**config.mk**
```make
export PLATFORM = sky130hd
export DESIGN_NAME = div_arbiter_flat
export DESIGN_NICKNAME = d
export VERILOG_FILES = /design/src/rtl/div_arbiter_if.sv /design/src/rtl/div_arbiter.sv /design/src/flat_wrapper.sv
export SDC_FILE = /design/constraint.sdc
export NUM_CORES = 1
export LEC_CHECK = 0
export BUFFER_PORTS_ARGS = -buffer_cell sky130_fd_sc_hd__buf_2
export CAP_MARGIN = 30
export CORE_MARGIN = 2
export CORE_UTILIZATION = 52
export DETAILED_ROUTE_END_ITERATION = 10
export PLACE_DENSITY = 0.8
export SLEW_MARGIN = 20
export SYNTH_ARGS = -nofsm -noshare
export SYNTH_HDL_FRONTEND = slang
export SYNTH_SLANG_ARGS = --single-unit
```
**constraint.sdc**
```tcl
create_clock -name clk -period 4.8 [get_ports clk]
set_input_delay 1.44 -clock clk [delete_from_list [all_inputs] [get_ports clk]]
set_output_delay 1.44 -clock clk [all_outputs]
set_load 0.05 [all_outputs]
```
**src/rtl/div_arbiter_if.sv**
```systemverilog
// Requester-side handshake and divider-side AXI-stream signals for div_arbiter.
// The slave modport is the arbiter's view; master is the environment's view.
interface div_arbiter_if #(
  parameter int unsigned N_REQ = 4
);
  logic [N_REQ-1:0]   req_valid;
  logic [N_REQ-1:0]   req_ready;
  logic [8*N_REQ-1:0] req_dividend;
  logic [8*N_REQ-1:0] req_divisor;
  logic [N_REQ-1:0]   rsp_valid;
  logic [15:0]        rsp_data;
  logic               rsp_dbz;
  logic               div_aresetn;
  logic [7:0]         div_dividend_tdata;
  logic [7:0]         div_divisor_tdata;
  logic               div_dividend_tvalid;
  logic               div_divisor_tvalid;
  logic [15:0]        div_dout_tdata;
  logic               div_dout_tvalid;
  logic               div_dout_tuser;
  logic               orphan_err;

  modport slave (
    input  req_valid, req_dividend, req_divisor,
    input  div_dout_tdata, div_dout_tvalid, div_dout_tuser,
    output req_ready, rsp_valid, rsp_data, rsp_dbz,
    output div_aresetn, div_dividend_tdata, div_divisor_tdata,
    output div_dividend_tvalid, div_divisor_tvalid, orphan_err
  );

  modport master (
    output req_valid, req_dividend, req_divisor,
    output div_dout_tdata, div_dout_tvalid, div_dout_tuser,
    input  req_ready, rsp_valid, rsp_data, rsp_dbz,
    input  div_aresetn, div_dividend_tdata, div_divisor_tdata,
    input  div_dividend_tvalid, div_divisor_tvalid, orphan_err
  );
endinterface

```
**src/rtl/div_arbiter.sv**
```systemverilog
// Round-robin sharing of one pipelined divider among N_REQ requesters, with an
// in-order tag FIFO routing results back and sequencing of the divider reset.
module div_arbiter #(
  parameter int unsigned N_REQ    = 4,
  parameter int unsigned MAX_OUT  = 16,
  parameter int unsigned RST_HOLD = 3
) (
  input logic          clk,
  input logic          rst,
  div_arbiter_if.slave bus
);
  localparam int unsigned IDX_W = $clog2(N_REQ);
  localparam int unsigned AW    = $clog2(MAX_OUT);
  localparam int unsigned CW    = AW + 1;
  localparam int unsigned HW    = $clog2(RST_HOLD + 1);

  typedef enum logic {INIT, RUN} state_e;

  state_e           state_q, state_d;
  logic [HW-1:0]    hold_q, hold_d;
  logic             run;
  logic [CW-1:0]    cnt_q, cnt_d;
  logic [IDX_W-1:0] rr_q, rr_d, gnt_idx;
  logic             gnt, pop, orphan;
  int unsigned      cand;
  logic [AW-1:0]    wr_q, rd_q;
  logic [IDX_W-1:0] tag_mem [MAX_OUT];
  logic [7:0]       dvd [N_REQ];
  logic [7:0]       dvs [N_REQ];
  logic [7:0]       dvd_q, dvs_q;
  logic             tvalid_q;
  logic [N_REQ-1:0] rsp_valid_q, rsp_valid_d;
  logic [15:0]      rsp_data_q;
  logic             rsp_dbz_q, orphan_q;

  always_ff @(posedge clk or posedge rst) begin
    if (rst) begin
      state_q <= INIT;
      hold_q  <= '0;
    end else begin
      state_q <= state_d;
      hold_q  <= hold_d;
    end
  end

  always_comb begin
    state_d = state_q;
    hold_d  = hold_q;
    if (state_q == INIT) begin
      if (hold_q == HW'(RST_HOLD - 1)) state_d = RUN;
      else                             hold_d  = hold_q + 1'b1;
    end
  end

  assign run = (state_q == RUN);

  for (genvar g = 0; g < N_REQ; g++) begin : g_unpack
    assign dvd[g] = bus.req_dividend[8*g +: 8];
    assign dvs[g] = bus.req_divisor[8*g +: 8];
  end

  // Scan from rr_q upward with wrap; ready uses only the registered count.
  always_comb begin
    gnt     = 1'b0;
    gnt_idx = '0;
    cand    = 0;
    for (int unsigned k = 0; k < N_REQ; k++) begin
      cand = (32'(rr_q) + k) % N_REQ;
      if (!gnt && run && (cnt_q < CW'(MAX_OUT)) && bus.req_valid[IDX_W'(cand)]) begin
        gnt     = 1'b1;
        gnt_idx = IDX_W'(cand);
      end
    end
  end

  always_comb begin
    bus.req_ready = '0;
    if (gnt) bus.req_ready[gnt_idx] = 1'b1;
  end

  always_comb begin
    rr_d = rr_q;
    if (gnt) rr_d = (gnt_idx == IDX_W'(N_REQ - 1)) ? '0 : gnt_idx + 1'b1;
  end

  assign pop    = run && bus.div_dout_tvalid && (cnt_q != '0);
  assign orphan = run && bus.div_dout_tvalid && (cnt_q == '0);

  always_comb begin
    cnt_d = cnt_q;
    if (gnt && !pop)      cnt_d = cnt_q + 1'b1;
    else if (!gnt && pop) cnt_d = cnt_q - 1'b1;
  end

  always_comb begin
    rsp_valid_d = '0;
    if (pop) rsp_valid_d[tag_mem[rd_q]] = 1'b1;
  end

  always_ff @(posedge clk) begin
    if (gnt) tag_mem[wr_q] <= gnt_idx;
  end

  always_ff @(posedge clk or posedge rst) begin
    if (rst) begin
      rr_q        <= '0;
      cnt_q       <= '0;
      wr_q        <= '0;
      rd_q        <= '0;
      dvd_q       <= '0;
      dvs_q       <= '0;
      tvalid_q    <= 1'b0;
      rsp_valid_q <= '0;
      rsp_data_q  <= '0;
      rsp_dbz_q   <= 1'b0;
      orphan_q    <= 1'b0;
    end else begin
      rr_q        <= rr_d;
      cnt_q       <= cnt_d;
      tvalid_q    <= gnt;
      rsp_valid_q <= rsp_valid_d;
      if (gnt) begin
        wr_q  <= wr_q + 1'b1;
        dvd_q <= dvd[gnt_idx];
        dvs_q <= dvs[gnt_idx];
      end
      if (pop) begin
        rd_q       <= rd_q + 1'b1;
        rsp_data_q <= bus.div_dout_tdata;
        rsp_dbz_q  <= bus.div_dout_tuser;
      end
      if (orphan) orphan_q <= 1'b1;
    end
  end

  assign bus.div_aresetn         = run;
  assign bus.div_dividend_tdata  = dvd_q;
  assign bus.div_divisor_tdata   = dvs_q;
  assign bus.div_dividend_tvalid = tvalid_q;
  assign bus.div_divisor_tvalid  = tvalid_q;
  assign bus.rsp_valid           = rsp_valid_q;
  assign bus.rsp_data            = rsp_data_q;
  assign bus.rsp_dbz             = rsp_dbz_q;
  assign bus.orphan_err          = orphan_q;
endmodule

```
**src/flat_wrapper.sv**
```systemverilog
// flat-port wrapper written by rule: the top's interface ports become plain ports
module div_arbiter_flat 
#(
  parameter int unsigned N_REQ    = 4,
  parameter int unsigned MAX_OUT  = 16,
  parameter int unsigned RST_HOLD = 3
)
  (clk, rst, bus_req_valid, bus_req_dividend, bus_req_divisor, bus_div_dout_tdata, bus_div_dout_tvalid, bus_div_dout_tuser, bus_req_ready, bus_rsp_valid, bus_rsp_data, bus_rsp_dbz, bus_div_aresetn, bus_div_dividend_tdata, bus_div_divisor_tdata, bus_div_dividend_tvalid, bus_div_divisor_tvalid, bus_orphan_err);
  div_arbiter_if #(.N_REQ(N_REQ)) bus_i ();
  input logic clk;
  input logic rst;
  input wire logic [$bits(bus_i.req_valid)-1:0] bus_req_valid;
  input wire logic [$bits(bus_i.req_dividend)-1:0] bus_req_dividend;
  input wire logic [$bits(bus_i.req_divisor)-1:0] bus_req_divisor;
  input wire logic [$bits(bus_i.div_dout_tdata)-1:0] bus_div_dout_tdata;
  input wire logic [$bits(bus_i.div_dout_tvalid)-1:0] bus_div_dout_tvalid;
  input wire logic [$bits(bus_i.div_dout_tuser)-1:0] bus_div_dout_tuser;
  output wire logic [$bits(bus_i.req_ready)-1:0] bus_req_ready;
  output wire logic [$bits(bus_i.rsp_valid)-1:0] bus_rsp_valid;
  output wire logic [$bits(bus_i.rsp_data)-1:0] bus_rsp_data;
  output wire logic [$bits(bus_i.rsp_dbz)-1:0] bus_rsp_dbz;
  output wire logic [$bits(bus_i.div_aresetn)-1:0] bus_div_aresetn;
  output wire logic [$bits(bus_i.div_dividend_tdata)-1:0] bus_div_dividend_tdata;
  output wire logic [$bits(bus_i.div_divisor_tdata)-1:0] bus_div_divisor_tdata;
  output wire logic [$bits(bus_i.div_dividend_tvalid)-1:0] bus_div_dividend_tvalid;
  output wire logic [$bits(bus_i.div_divisor_tvalid)-1:0] bus_div_divisor_tvalid;
  output wire logic [$bits(bus_i.orphan_err)-1:0] bus_orphan_err;
  assign bus_i.req_valid = bus_req_valid;
  assign bus_i.req_dividend = bus_req_dividend;
  assign bus_i.req_divisor = bus_req_divisor;
  assign bus_i.div_dout_tdata = bus_div_dout_tdata;
  assign bus_i.div_dout_tvalid = bus_div_dout_tvalid;
  assign bus_i.div_dout_tuser = bus_div_dout_tuser;
  assign bus_req_ready = bus_i.req_ready;
  assign bus_rsp_valid = bus_i.rsp_valid;
  assign bus_rsp_data = bus_i.rsp_data;
  assign bus_rsp_dbz = bus_i.rsp_dbz;
  assign bus_div_aresetn = bus_i.div_aresetn;
  assign bus_div_dividend_tdata = bus_i.div_dividend_tdata;
  assign bus_div_divisor_tdata = bus_i.div_divisor_tdata;
  assign bus_div_dividend_tvalid = bus_i.div_dividend_tvalid;
  assign bus_div_divisor_tvalid = bus_i.div_divisor_tvalid;
  assign bus_orphan_err = bus_i.orphan_err;
  div_arbiter #(.N_REQ(N_REQ), .MAX_OUT(MAX_OUT), .RST_HOLD(RST_HOLD)) u_core (.clk(clk), .rst(rst), .bus(bus_i));
endmodule
```
* Word level (Yosys, flattened, before mapping)
Memories as Yosys holds them, arrays and structs flattened. Cells that the tools add are included.
Operators by class: mux-type cells 35, reductions and logical operators 27, order comparisons 10, equality and inequality tests 2, $add $sub $neg 9, bitwise logic cells 3
Operators with widths (count):
- binary-select mux 8 bit (select 2 bit) | 2
- two-way mux 8 bit | 4
- logical AND 1 bit | 18
- less-than comparator 2 x 3 -> 1 bit, second input constant | 6
- two-way mux 1 bit | 14
- two-way mux 2 bit | 5
- two-way mux 5 bit | 2
- adder 4 x 1 -> 4 bit, second input constant | 2
- binary-select mux 1 bit (select 2 bit) | 4
- two-way mux 4 bit | 2
- adder 2 x 1 -> 2 bit, second input constant | 3
- adder 5 x 1 -> 5 bit, second input constant | 1
- logical NOT 1 bit | 5
- logical NOT 5 bit | 1
- less-than comparator 5 bit, second input constant | 1
- nonzero test 5 bit | 1
- subtractor 5 x 1 -> 5 bit, second input constant | 1
- adder 2 bit, second input constant | 2
- demux 1 bit (select 2 bit) | 2
- == test 2 bit, second input constant | 2
- >= comparator 2 x 1 -> 1 bit, second input constant | 2
- >= comparator 3 bit, second input constant | 1
- inverter 2 -> 3 bit | 1
- inverter 1 bit | 2
- other kinds (2) | 2
Storage, ports and cells: flip-flop bits (word level) 57, bits of input ports 88, bits in writable memories 32, memories kept 1, word-level logic and storage cells 100
Memory list:
- u_core.tag_mem | depth 16, bits a word 2, read ports 1, clocked after Yosys merged registers in 0, wr ports 1, line div_arbiter.sv:27 | logic [IDX_W-1:0] tag_mem [MAX_OUT];

* Longest topological paths before layout
depth after elaboration 24, mapped depth 13

* Worst setup path after synthesis
No wires, ideal clock.
path type input to output, from in bus_req_valid[0], to out bus_req_ready[3], setup slack 91 ps, required time 3360 ps, cell stages on the path 8, arrival time 3269 ps, path through nor2b_1 or3_1 a211o_1 buf_6 clkinv_8 buf_2 ha_1 and2_1
On the way: longest elaborated chain between the ends 24, elaborated cells between the ends (all ways) 35
Ends and longest elaborated chain:
- start, declared | line flat_wrapper.sv:12 | input wire logic [$bits(bus_i.req_valid)-1:0] bus_req_valid;
- binary-select mux 1 bit (select 2 bit) | line div_arbiter.sv:69 | if (!gnt && run && (cnt_q < CW'(MAX_OUT)) && bus.req_valid[IDX_W'(cand)]) begin
- two-way mux 1 bit (implied by the code) | line div_arbiter.sv:69
- logical AND 1 bit | line div_arbiter.sv:69
- two-way mux 1 bit | line div_arbiter.sv:69
- logical NOT 1 bit | line div_arbiter.sv:69
- logical AND 1 bit (3 in series) | line div_arbiter.sv:69
- two-way mux 1 bit | line div_arbiter.sv:69
- logical NOT 1 bit | line div_arbiter.sv:69
- (+5 left out)
- logical AND 1 bit (3 in series) | line div_arbiter.sv:69
- two-way mux 2 bit (*) | line div_arbiter.sv:69
- via u_core.gnt_idx[0] | line div_arbiter.sv:23 | logic [IDX_W-1:0] rr_q, rr_d, gnt_idx;
- less-than comparator 2 x 3 -> 1 bit (implied by the code) / >= comparator 2 x 1 -> 1 bit (equally long branches) | line div_arbiter.sv:78 | if (gnt) bus.req_ready[gnt_idx] = 1'b1;
- logical AND 1 bit (implied by the code) | line div_arbiter.sv:78
- two-way mux 1 bit (implied by the code) | line div_arbiter.sv:78
- demux 1 bit (select 2 bit) (*)
- two-way mux 4 bit (*) | line div_arbiter.sv:78
- end, declared | line flat_wrapper.sv:18 | output wire logic [$bits(bus_i.req_ready)-1:0] bus_req_ready;
Mark *: on every way through the listed nets, which the timed path passes. The rest lies on a longest branch. The select of a mux whose other input is x is not followed.

* Final worst setup path
from in bus_req_valid[0], to out bus_req_ready[3]
On the way: longest elaborated chain between the ends 24, elaborated cells between the ends (all ways) 35
Ends and longest elaborated chain (line):
- binary-select mux 1 bit (select 2 bit) | div_arbiter.sv:69
- two-way mux 1 bit (implied by the code) | div_arbiter.sv:69
- logical AND 1 bit | div_arbiter.sv:69
- two-way mux 1 bit | div_arbiter.sv:69
- logical NOT 1 bit | div_arbiter.sv:69
- logical AND 1 bit (3 in series) | div_arbiter.sv:69
- two-way mux 1 bit | div_arbiter.sv:69
- logical NOT 1 bit | div_arbiter.sv:69
- (+4 left out)
- logical NOT 1 bit | div_arbiter.sv:69
- logical AND 1 bit (3 in series) | div_arbiter.sv:69
- two-way mux 2 bit | div_arbiter.sv:69
- less-than comparator 2 x 3 -> 1 bit (implied by the code) / >= comparator 2 x 1 -> 1 bit (equally long branches) | div_arbiter.sv:78
- logical AND 1 bit (implied by the code) | div_arbiter.sv:78
- two-way mux 1 bit (implied by the code) | div_arbiter.sv:78
- demux 1 bit (select 2 bit)
- two-way mux 4 bit (*) | div_arbiter.sv:78
Every way passes the cells marked *; elsewhere a longest branch is shown, timed or not. The select of a mux whose other input is x is not followed.

==> impl_metrics.json <==
{
  "critPathRequiredTime_ns": 3.36,
  "cts.sinks": 89,
  "drt-vias-per-instance": 5.53,
  "tightest_slew_ns": 0.783,
  "ys_types": 46,
  "gp_congestion": 0.853,
  "antennaDiodeCount": 0,
  "critPathMaxStageDelay_ns": 0.41,
  "syn_avg_cell_area_um2": 11.5,
  "fmax_mhz": 217,
  "yosysTopAreaCell": "dfrtp_1",
  "ir_worst_vdd_mv": 0.458,
  "die_w_um": 98.2,
  "placed_area_mm2": 0.00535,
  "drive_gt1_share_pct": 36.8,
  "htree_levels": 3,
  "hold_buffers": 0,
  "min_period_ns": 4.61,
  "powerDensity_mw_per_mm2": 658,
  "startpoint_type": "input pin",
  "clock_power_share_pct": 13.8,
  "synth_common_cells": "67 x nand2_1, 57 x dfrtp_1, 32 x edfxtp_1",
  "critical_path.slowest_cell": "a211o_1",
  "p_seq_share_pct": 34.0,
  "routedWlPerCell_um": 16.3,
  "gr-total-overflow": 0,
  "synth_area_leaders": "dfrtp_1 31%, edfxtp_1 21%, nand2_1 5.4%",
  "post-route-drc-count": 0,
  "clkLatencyLatePin_ns": 0.36,
  "cts_resized": 0,
  "placedCellCount": 621,
  "clock_skew_ns": 0.0109,
  "cts_tree": "done",
  "die_height_um": 98.2,
  "nFillCells": 687,
  "final_cell_area_mm2": 0.00558,
  "postSynthCellCount": 400,
  "cp_data_arrival_time_ns": 3.17,
  "drv_slew": 0,
  "drt_wl_total_um": 10400,
  "synth_ff_type": "dfrtp_1",
  "ys_seq_elements": 89,
  "grt_setup_unrepaired": "false",
  "slew_headroom_pct": 47.7,
  "clkTransAtPathRegs_ns": 0.10,
  "grt_pass1_vias": 3473,
  "port_buffers": 132,
  "crit_fanout": 4,
  "synth_edf_count": 32,
  "grt_max_degree": 45,
  "synth_fp_nets": 504,
  "dpl.hpwl_um": 7320,
  "combPwrFrac_pct": 52.2,
  "drt-initial-drc-count": 167,
  "leakage_uw": 0.00257,
  "core_mm2": 0.00868,
  "yosysMostFrequentCell": "nand2_1",
  "fin_nets": 629,
  "vias": 3528,
  "finalPower_uw": 3670,
  "clock_tree.root_cell": "clkbuf_8",
  "status": "completed",
  "syn_area_mm2": 0.00462,
  "num_rows": 34,
  "worstSetupPathType": "input pin to output pin",
  "finalSetupViolations": 0,
  "antenna_found_initial": 0,
  "p_int_uw": 1950,
  "power.switching_uw": 1720,
  "numCtsBuffers": 9,
  "ctsLongestPathBuffers": 2,
  "stdcell_count": 638,
  "syn2layout_area_growth_pct": 20.8,
  "track_usage_pct": 21.7,
  "cpMostUsedCell": "buf_2",
  "synth_top_area_share_pct": 30.9,
  "dieArea_mm2": 0.00965,
  "ys_seq_area_share_pct": 51.7,
  "hp-class": "flop to flop",
  "initial_utilization_pct": 53.2,
  "drt_pass1_iterations": 4,
  "cap_violations": 0,
  "async_flop_share_pct": 64.0,
  "grt_pass1_wl_um": 16600,
  "antenna_left": 0,
  "tns_ns": 0,
  "postCtsSetupBuffers": 0,
  "crit_chain": "buf_2 -> nor2b_1 -> or3_1 -> a211o_1 -> clkinv_8 -> ha_1 -> and2_1 -> buf_2",
  "swShare_pct": 47.0,
  "ios": 133,
  "hold_viol_final": 0,
  "fin_crit_sh_pct": 96.0,
  "end_kind": "output pin",
  "yosysWarnings": 0
}
## area by class of cell
| type | instances | area, um^2 | area share, % |
|---|---|---|---|
| flip-flops and latches | 89 | 2390 | 42.8 |
| multi-input cells | 265 | 2000 | 35.9 |
| repair buffers | 144 | 786 | 14.1 |
| clock buffers | 10 | 149 | 2.67 |
| well taps | 108 | 135 | 2.42 |
| inverters | 16 | 72.6 | 1.30 |
| clock inverters | 6 | 47.5 | 0.853 |
## routing by layer
metal / vias up / share of wire (%) / GRT usage, %
li1: 1683 / - / -
met1: 1689 / 43 / 28.3
met2: 135 / 48 / 35.2
met3: 21 / 6.6 / 5.80
met4: 0 / 2.3 / 7.69
met5: - / 0 / 0
## logic make-up after synthesis
logic type	share of synthesized area (%)
compound gates	12.0
xor+xnor	2.09
fa+ha+maj	4.50
buf+inv	5.09
flops	51.7
mux	8.29
simple gates	16.3
## worst paths after layout
check / start / to / depth (start not counted) / slack, ns
min in group asynchronous: rst / u_core.bus.rsp_data[6] / 2 / 1.11
hold / removal: u_core.bus.rsp_data[8] / u_core.bus.rsp_data[8] / 2 / 0.48
hold reg to reg: u_core.bus.rsp_data[8] / u_core.bus.rsp_data[8] / 2 / 0.48
setup / recovery: bus_req_valid[0] / bus_req_ready[3] / 8 / 0.19
setup reg to reg: u_core.cnt_q[1] / u_core.cnt_q[4] / 13 / 1.07
max in group asynchronous: rst / u_core.bus.div_dividend_tdata[2] / 3 / 3.08
## sequential cells by signal, summed over array words and instances, names as in the netlist
signal                          count
u_core.hold_q                       2
u_core.tag_mem                     32
u_core.rr_q                         2
u_core.bus.orphan_err               1
u_core.rd_q                         4
u_core.bus.rsp_data                16
u_core.bus.div_divisor_tdata        8
u_core.bus.rsp_dbz                  1
u_core.bus.rsp_valid                4
u_core.cnt_q                        5
u_core.bus.div_dividend_tvalid      1
u_core.bus.div_aresetn              1
u_core.wr_q                         4
u_core.bus.div_dividend_tdata       8
## per-stage QoR
step	hold slack (ns)	utilization, %	setup slack [ns]
after CTS	0.482	63.9	0.214
after global placement	0.453	61.7	0.234
after floorplan	0.455	-	0.0909
after global routing	0.493	64.3	0.157
after detailed placement	0.458	61.7	0.228
final	0.478	64.3	0.190
## power by group through the flow
stage / Clock (uW) / Sequential [uW] / Combinational, uW
2_1_floorplan: 0 / 1580 / 1150
3_3_place_gp: 0 / 1250 / 1860
3_5_place_dp: 0 / 1260 / 1920
4_1_cts: 516 / 1250 / 1920
5_1_grt: 548 / 1280 / 2060
6_report: 506 / 1250 / 1910
## critical path: cells and delay by family
kind | cells | cell delay [ns]
adders and majority gates | 1 | 0.17
AOI/OAI and AO/OA | 1 | 0.41
and+or+nand+nor | 3 | 0.65
buffers and inverters | 3 | 0.49
## cell usage in the layout, fill, tap and decap left out, types with 11 or more instances in the layout
cell type	count
buf_2	131
nand2_1	67
dfrtp_1	57
edfxtp_1	32
nor3_1	20
mux2i_1	18
a211o_1	16
a21o_1	15
ha_1	15
nor2_1	13
inv_1	13
and2_1	12
nor3_2	11
buf_4	11
Note: power is estimated with default switching activity, not from simulation.
